`config.mk`:
```
export PLATFORM = sky130hd
export DESIGN_NAME = acq_line_ctrl
export DESIGN_NICKNAME = d
export VERILOG_FILES = /design/src/rtl/acq_line_ctrl.sv
export SDC_FILE = /design/constraint.sdc
export NUM_CORES = 1
export LEC_CHECK = 0
export BUFFER_PORTS_ARGS = -buffer_cell sky130_fd_sc_hd__buf_2
export CORE_MARGIN = 1
export CORE_UTILIZATION = 35
export DETAILED_ROUTE_END_ITERATION = 12
export PLACE_DENSITY_LB_ADDON = 0.08
export SYNTH_ARGS = -nofsm -noshare
export SYNTH_HDL_FRONTEND = slang
export SYNTH_SLANG_ARGS = --single-unit
```
`constraint.sdc`:
```
create_clock -name clk -period 3 [get_ports clk]
set_input_delay 0.45 -clock clk [delete_from_list [all_inputs] [get_ports clk]]
set_output_delay 0.45 -clock clk [all_outputs]
set_load 0.05 [all_outputs]
```
`src/rtl/acq_line_ctrl.sv`:
```
// Swept-source OCT acquisition controller: arms on start, captures num_samples
// ADC words per laser sweep trigger into a linear line buffer, flags done.
`timescale 1ns/1ps
module acq_line_ctrl #(
    parameter int SAMPLE_W = 14,
    parameter int ADDR_W   = 16,
    parameter int NS_W     = 12,
    parameter int NL_W     = 10
) (
    input  logic                clk,
    input  logic                reset_n,
    input  logic                start,
    input  logic                abort,
    input  logic [NS_W-1:0]     num_samples,
    input  logic [NL_W-1:0]     num_lines,
    input  logic                trig,
    input  logic                adc_valid,
    input  logic [SAMPLE_W-1:0] adc_data,
    output logic                wr_en,
    output logic [ADDR_W-1:0]   wr_addr,
    output logic [SAMPLE_W-1:0] wr_data,
    output logic                busy,
    output logic                acq_done,
    output logic                overrun
);

    typedef enum logic [1:0] {IDLE, WAIT_TRIG, CAPTURE, DONE} state_t;

    state_t              state_q, state_d;
    logic                s1_q, s2_q, s3_q, trig_rise_q;
    logic [NS_W-1:0]     ns_q, ns_d, sample_q, sample_d;
    logic [NL_W-1:0]     nl_q, nl_d, line_q, line_d;
    logic [ADDR_W-1:0]   addr_q, addr_d, wr_addr_q, wr_addr_d;
    logic [SAMPLE_W-1:0] wr_data_q, wr_data_d;
    logic                wr_en_q, wr_en_d, busy_q, busy_d;
    logic                done_q, done_d, ovr_q, ovr_d;

    // Trigger synchronizer plus registered rising-edge detect (s3 holds previous s2).
    always_ff @(posedge clk or negedge reset_n) begin
        if (!reset_n) begin
            s1_q        <= 1'b0;
            s2_q        <= 1'b0;
            s3_q        <= 1'b0;
            trig_rise_q <= 1'b0;
        end else begin
            s1_q        <= trig;
            s2_q        <= s1_q;
            s3_q        <= s2_q;
            trig_rise_q <= s2_q & ~s3_q;
        end
    end

    always_ff @(posedge clk or negedge reset_n) begin
        if (!reset_n) begin
            state_q   <= IDLE;
            ns_q      <= '0;
            nl_q      <= '0;
            sample_q  <= '0;
            line_q    <= '0;
            addr_q    <= '0;
            wr_addr_q <= '0;
            wr_data_q <= '0;
            wr_en_q   <= 1'b0;
            busy_q    <= 1'b0;
            done_q    <= 1'b0;
            ovr_q     <= 1'b0;
        end else begin
            state_q   <= state_d;
            ns_q      <= ns_d;
            nl_q      <= nl_d;
            sample_q  <= sample_d;
            line_q    <= line_d;
            addr_q    <= addr_d;
            wr_addr_q <= wr_addr_d;
            wr_data_q <= wr_data_d;
            wr_en_q   <= wr_en_d;
            busy_q    <= busy_d;
            done_q    <= done_d;
            ovr_q     <= ovr_d;
        end
    end

    always_comb begin
        state_d   = state_q;
        ns_d      = ns_q;
        nl_d      = nl_q;
        sample_d  = sample_q;
        line_d    = line_q;
        addr_d    = addr_q;
        wr_addr_d = wr_addr_q;
        wr_data_d = wr_data_q;
        wr_en_d   = 1'b0;
        ovr_d     = ovr_q;

        // abort outranks start, trigger and last-sample handling
        if (abort) begin
            state_d = IDLE;
        end else begin
            case (state_q)
                IDLE, DONE: begin
                    if (start) begin
                        ns_d      = num_samples;
                        nl_d      = num_lines;
                        ovr_d     = 1'b0;
                        addr_d    = '0;
                        wr_addr_d = '0;
                        sample_d  = '0;
                        line_d    = '0;
                        state_d   = (num_samples == '0 || num_lines == '0) ? DONE : WAIT_TRIG;
                    end
                end
                WAIT_TRIG: begin
                    if (trig_rise_q) begin
                        sample_d = '0;
                        state_d  = CAPTURE;
                    end
                end
                CAPTURE: begin
                    if (trig_rise_q) begin
                        ovr_d = 1'b1;
                    end
                    if (adc_valid) begin
                        wr_en_d   = 1'b1;
                        wr_addr_d = addr_q;
                        wr_data_d = adc_data;
                        addr_d    = addr_q + 1'b1;
                        if (sample_q == ns_q - 1'b1) begin
                            sample_d = '0;
                            line_d   = line_q + 1'b1;
                            state_d  = (line_q == nl_q - 1'b1) ? DONE : WAIT_TRIG;
                        end else begin
                            sample_d = sample_q + 1'b1;
                        end
                    end
                end
                default: state_d = IDLE;
            endcase
        end

        busy_d = (state_d == WAIT_TRIG) || (state_d == CAPTURE);
        done_d = (state_d == DONE);
    end

    assign wr_en    = wr_en_q;
    assign wr_addr  = wr_addr_q;
    assign wr_data  = wr_data_q;
    assign busy     = busy_q;
    assign acq_done = done_q;
    assign overrun  = ovr_q;

endmodule

```
==> results_dict.tcl, run 1 <==
set metrics [dict create \
    antenna_found_initial 0 \
    routed_wl_um 11300 \
    stdcell_count 756 \
    cpPeakStageDelay_ps 440 \
    reg2reg_to "line_q[8]" \
    reg2reg_slack_ps 140 \
    cpMaxStageDelayCell "dfrtp_1" \
    synth_edf_count 0 \
    seqPwrFrac 0.399 \
    drive_above_1_share 0.243 \
    p_int_mw 2.95 \
    io_pins 76 \
    syn_inst 488 \
    pre_cts_ws_ps 119 \
    area_delta_synth_final_pct 18.7 \
    slew_violations 0 \
    fin_hold_ws_ps 131 \
    maxCapViolations 0 \
    status "completed" \
    design.core.area_um2 13900 \
    postCtsSetupBuffers 0 \
    crit_type "reg -> reg" \
    synth.avg_cell_area_um2 10.3 \
    portBuffers 75 \
    grt_pass1_wl_um 19000 \
    clock_path_buffers 2 \
    finalSetupViolations 0 \
    yosys.area.top_type_share 0.500 \
    crit_cells 8 \
    timing.final.crit_share 0.954 \
    holdBufCountCts 0 \
    synthDistinctLibCells 51 \
    die_h_um 122 \
    fin_ws_ps 138 \
    power.density_nw_per_um2 815 \
    remaining_drc_errors 0 \
    drtPass1Iterations 4 \
    drt.antenna.violating_nets 0 \
    swShare 0.389 \
    placedCellCount 740 \
    relSlewSlack 0.559 \
    syn-num-nets 538 \
    path_cells "inv_1 > ha_1 > or3b_4 > o31a_1 > nand4b_1 > o31a_2 > nor4_1 > mux2_2" \
    routedWlPerCell_um 14.9 \
    worstPathBufferInverterCount 1 \
    cts_made_buffers 9 \
    regArea_um2 2500 \
    yosys_most_used_dff "dfrtp_1" \
    finalWorstPathRequiredPeriod_ps 2860 \
    n_fill_cell 1371 \
    crit_end "line_q[8]" \
    ys_seq_area_frac 0.500 \
    p_leak_nw 2.80 \
    switching_power_mw 1.88 \
    comb_power_share 0.346 \
    hpwl_um 8020 \
    endpoint_kind "register" \
    cp-start-kind "register" \
    critPathMaxFanout 14 \
    nets 621 \
    grt_pass1_vias 3849 \
    pwr-share-clk 0.254 \
    avgViaCountPerCell 5.07 \
    diodes 0 \
    r2r_cells 8 \
    critPathLaunch "ns_q[0]" \
    clock-sinks 100 \
    cts_tree "done" \
    dieArea_um2 14800 \
    cts_root_buf "clkbuf_16" \
    gr-usage-all-layers 0.167 \
    tightestPinTransition_ps 662 \
    clk-insertion-delay-late_ps 350 \
    synthTopCellsByArea "dfrtp_1 50%, mux2_2 5.9%, nand2_1 5.0%, xnor2_1 4.4%, xor2_1 4.0%" \
    final_util 0.426 \
    async_flop_share 1.00 \
    max_freq_mhz 349 \
    syn-cell-area_um2 5000 \
    multi_input_area_um2 2370 \
    critical_path_required_ps 3240 \
    hold_path.class "in -> async" \
    synth_top_cell_by_area "dfrtp_1" \
    overflow 0 \
    tns_ps 0 \
    grt_setup_unrepaired "true" \
    die_x_um 122 \
    gp_congestion 0.797 \
    first_iter_violations 168 \
    hold_viol 0 \
    initial_core_util 0.359 \
    timing.rr.start "ns_q[0]" \
    vias 3833 \
    clkSlewWorstSetupHoldPaths_ps 70 \
    grt_max_degree 53 \
    htree_num_levels 3 \
    synth-seq-cells 100 \
    skew_ps 7.14 \
    rows 43 \
    arrival_ps 3100 \
    cp_top_family "simple AND/OR/NAND/NOR gates" \
    ys_warn_count 0 \
    ir_worst_vdd_mv 0.522 \
]
## state kept, by name (all words and copies together), names as in the netlist
| name | cells |
|---|---|
| nl_q | 10 |
| line_q | 10 |
| s3_q | 1 |
| wr_addr | 16 |
| s2_q | 1 |
| ns_q | 12 |
| busy | 1 |
| wr_data | 14 |
| wr_en | 1 |
| sample_q | 12 |
| acq_done | 1 |
| trig_rise_q | 1 |
| state_q | 2 |
| s1_q | 1 |
| addr_q | 16 |
| overrun | 1 |
## layout by cell type (no fill, tap or decap), types with 16 or more instances in the layout
cell type	netlist	final
a21oi_1	16	16
a22o_1	19	19
buf_2	0	74
dfrtp_1	100	100
mux2_2	26	26
nand2_1	66	66
nand3_1	22	22
nor2_1	41	41
xnor2_1	25	25
xor2_1	23	23
## synthesized netlist by cell type (7+ instances only)
master    count
dfrtp_1     100
nand2_1      66
nor2_1       41
mux2_2       26
xnor2_1      25
xor2_1       23
nand3_1      22
a22o_1       19
a21oi_1      16
inv_1        13
nand4_1      11
nor4_1       11
and3_1       10
o21ai_0      10
clkbuf_1      9
nor3_1        9
ha_1          8
nor2b_1       7
## how the worst min path moves through the flow
stage	endpoint	slack (ps)	depth (start not counted)
3_3_place_gp	s2_q	340	0
5_1_grt	busy	170	1
4_1_cts	busy	150	1
2_1_floorplan	acq_done	150	0
6_report	line_q[0]	130	1
3_5_place_dp	s2_q	340	0
## cell type report
class                      count  share of cell area
multi-input combinational    360               0.399
timing repair buffer          87              0.0809
clock buffer                  10              0.0402
inverter                      13             0.00822
clock inverter                 6              0.0129
tap                          180              0.0379
sequential                   100               0.421
## metal layers
metal	global-route usage	vias to the layer above	routed length, µm
li1	-	1893	-
met1	0.226	1856	5610
met2	0.254	76	4990
met3	0.0566	8	581
met4	0.0463	0	112
met5	0	-	0
## cell families after synthesis
kind of cell	synth area share
adder cells (fa/ha/maj)	0.0200
buffers and inverters	0.0270
XOR/XNOR	0.0840
AO/OA/AOI/OAI	0.0953
flip-flops	0.500
AND/OR/NAND/NOR	0.205
multiplexers	0.0685
## power by group through the flow
stage / logic (mW) / clock network, mW / registers (mW)
after global placement: 1.67 / 0 / 1.95
after detailed placement: 1.69 / 0 / 1.95
after floorplan: 0.989 / 0 / 2.21
after global routing: 1.86 / 1.34 / 1.98
final: 1.67 / 1.23 / 1.93
after CTS: 1.70 / 1.28 / 1.94
## per-stage QoR
stage	instance area [µm²]	power (mW)
final	5940	4.84
after global routing	5940	5.18
after CTS	5940	4.91
after detailed placement	5620	3.64
after global placement	5620	3.62
after floorplan	5000	3.19
## repair_timing
action,in CTS,in global routing
endpoints found under the hold margin,0,0
resized for setup,0,1
endpoints found under the setup margin,0,5
No activity file was read; power rests on OpenSTA's default activity.
==> inputs of run 2 (changes only) <==
--- a/config.mk
+++ b/config.mk
@@ -9,7 +9,8 @@
 export CORE_MARGIN = 1
 export CORE_UTILIZATION = 35
 export DETAILED_ROUTE_END_ITERATION = 12
-export PLACE_DENSITY_LB_ADDON = 0.08
+export PLACE_DENSITY_LB_ADDON = 0.15
+export SKIP_CTS_REPAIR_TIMING = 1
 export SYNTH_ARGS = -nofsm -noshare
 export SYNTH_HDL_FRONTEND = slang
 export SYNTH_SLANG_ARGS = --single-unit
==> run 2 against run 1 <==
Against the previous run: clock-buffer cell count rose by 1; cell count rose by 0.13%; sequential power about the same; first-iteration DRC count grew 30%; setup slack lost 7.2 ps; die area stayed put; global-route usage grew 0.32 points; via count is 0.76% higher; critical path type unchanged.
==> results_dict.tcl, run 2 (synthesis gave the netlist of run 1 again) <==
set metrics [dict create \
    cts_root_buf "clkbuf_16" \
    layout_commonest_cell "dfrtp_1" \
    drt.antenna.violating_nets 0 \
    mostFrequentLayoutCells "100 x dfrtp_1, 74 x buf_2, 66 x nand2_1" \
    grt_setup_unrepaired "false" \
    comb_power_share 0.344 \
    relSlewSlack 0.548 \
    htree_num_levels 3 \
    switching_power_mw 1.89 \
    routedWlPerCell_um 15.3 \
    design.core.area_um2 13900 \
    die_x_um 122 \
    clock_path_buffers 2 \
    tns_ps 0 \
    cts_made_buffers 9 \
    die_h_um 122 \
    endpoint_kind "register" \
    slew_violations 0 \
    tightestPinTransition_ps 677 \
    routed_wl_um 11600 \
    clk-insertion-delay-late_ps 350 \
    vias 3862 \
    fin_hold_ws_ps 135 \
    dieArea_um2 14800 \
    final_util 0.430 \
    clock-sinks 100 \
    io_pins 76 \
    nets 622 \
    remaining_drc_errors 0 \
    antenna_found_initial 0 \
    grt_pass1_wl_um 19500 \
    power.density_nw_per_um2 827 \
    ir_worst_vdd_mv 0.489 \
    cp-start-kind "register" \
    swShare 0.381 \
    totalPowerFinal_mw 4.95 \
    fin_ws_ps 131 \
    skew_ps 6.41 \
    finalWorstPathRequiredPeriod_ps 2870 \
    hold_viol 0 \
    wl_met3_um 563 \
    wl_met2_um 5240 \
    critPathMaxFanout 14 \
    arrival_ps 3150 \
    status "completed" \
    hold_path.class "in -> async" \
    gp_congestion 0.793 \
    topRoutingLayerUsed "met4" \
    n_fill_cell 1340 \
    gr-usage-all-layers 0.170 \
    cts_tree "done" \
    max_freq_mhz 348 \
    grt_max_degree 52 \
    initial_core_util 0.359 \
    p_int_mw 3.07 \
    met1Wirelength_um 5630 \
    rows 43 \
    drive_above_1_share 0.250 \
    pre_cts_ws_ps 89.1 \
    pwr-share-clk 0.267 \
    clkSlewWorstSetupHoldPaths_ps 70 \
    area_delta_synth_final_pct 19.7 \
    grt_pass1_vias 3833 \
    seqPwrFrac 0.389 \
    p_leak_nw 2.81 \
    hpwl_um 8200 \
    finalSetupViolations 0 \
    crit_type "reg -> reg" \
    avgViaCountPerCell 5.10 \
    maxCapViolations 0 \
    critical_path_required_ps 3280 \
    drtPass1Iterations 5 \
    timing.final.crit_share 0.956 \
    diodes 0 \
    overflow 0 \
    first_iter_violations 219 \
    portBuffers 75 \
]
[run 2: power by group through the flow]
stage          Clock, mW  Combinational (mW)  Sequential [mW]
2_1_floorplan          0               0.989             2.21
3_3_place_gp           0                1.67             1.94
3_5_place_dp           0                1.70             1.95
4_1_cts             1.37                1.70             1.93
5_1_grt             1.42                1.88             1.98
6_report            1.32                1.70             1.93
[run 2: layout make-up]
type | count | area [µm²] | area share
Tap cell | 180 | 225 | 0.0376
Multi-Input combinational cell | 360 | 2380 | 0.398
Inverter | 13 | 48.8 | 0.00815
Clock buffer | 11 | 253 | 0.0422
Clock inverter | 5 | 88.8 | 0.0148
Sequential cell | 100 | 2500 | 0.418
Timing Repair Buffer | 88 | 488 | 0.0815
[run 2: worst paths after layout]
check                        start           to  slack [ps]  cells after the start
max                        ns_q[0]    line_q[9]         130                     10
min                        reset_n  sample_q[9]         140                      1
max reg2reg                ns_q[0]    line_q[9]         130                     10
min reg2reg                   s1_q         s2_q         360                      0
max in group asynchronous  reset_n    addr_q[7]        2170                      2
min in group clk              trig         s1_q         190                      1
[run 2: metrics by stage]
step	std cells	cell area, µm²
global route	757	5990
floorplan	488	5000
detailed placement	741	5630
global placement	741	5630
CTS	757	5970
finish	757	5990
[run 2: worst max-delay path, cell delays in order, from the launching register on]
cell and delay (ps):
dfrtp_1 450, inv_1 80, ha_1 220, or3b_4 420, nor3_1 200, xnor2_1 150
nand3_1 110, o31a_2 450, buf_4 210, or3_1 340, a21oi_1 160
[run 2: metal layers]
layer  GRT usage  vias to the layer above
li1            -                     1900
met1       0.233                     1876
met2       0.261                       77
met3      0.0529                        9
met4      0.0440                        0
met5           0                        -
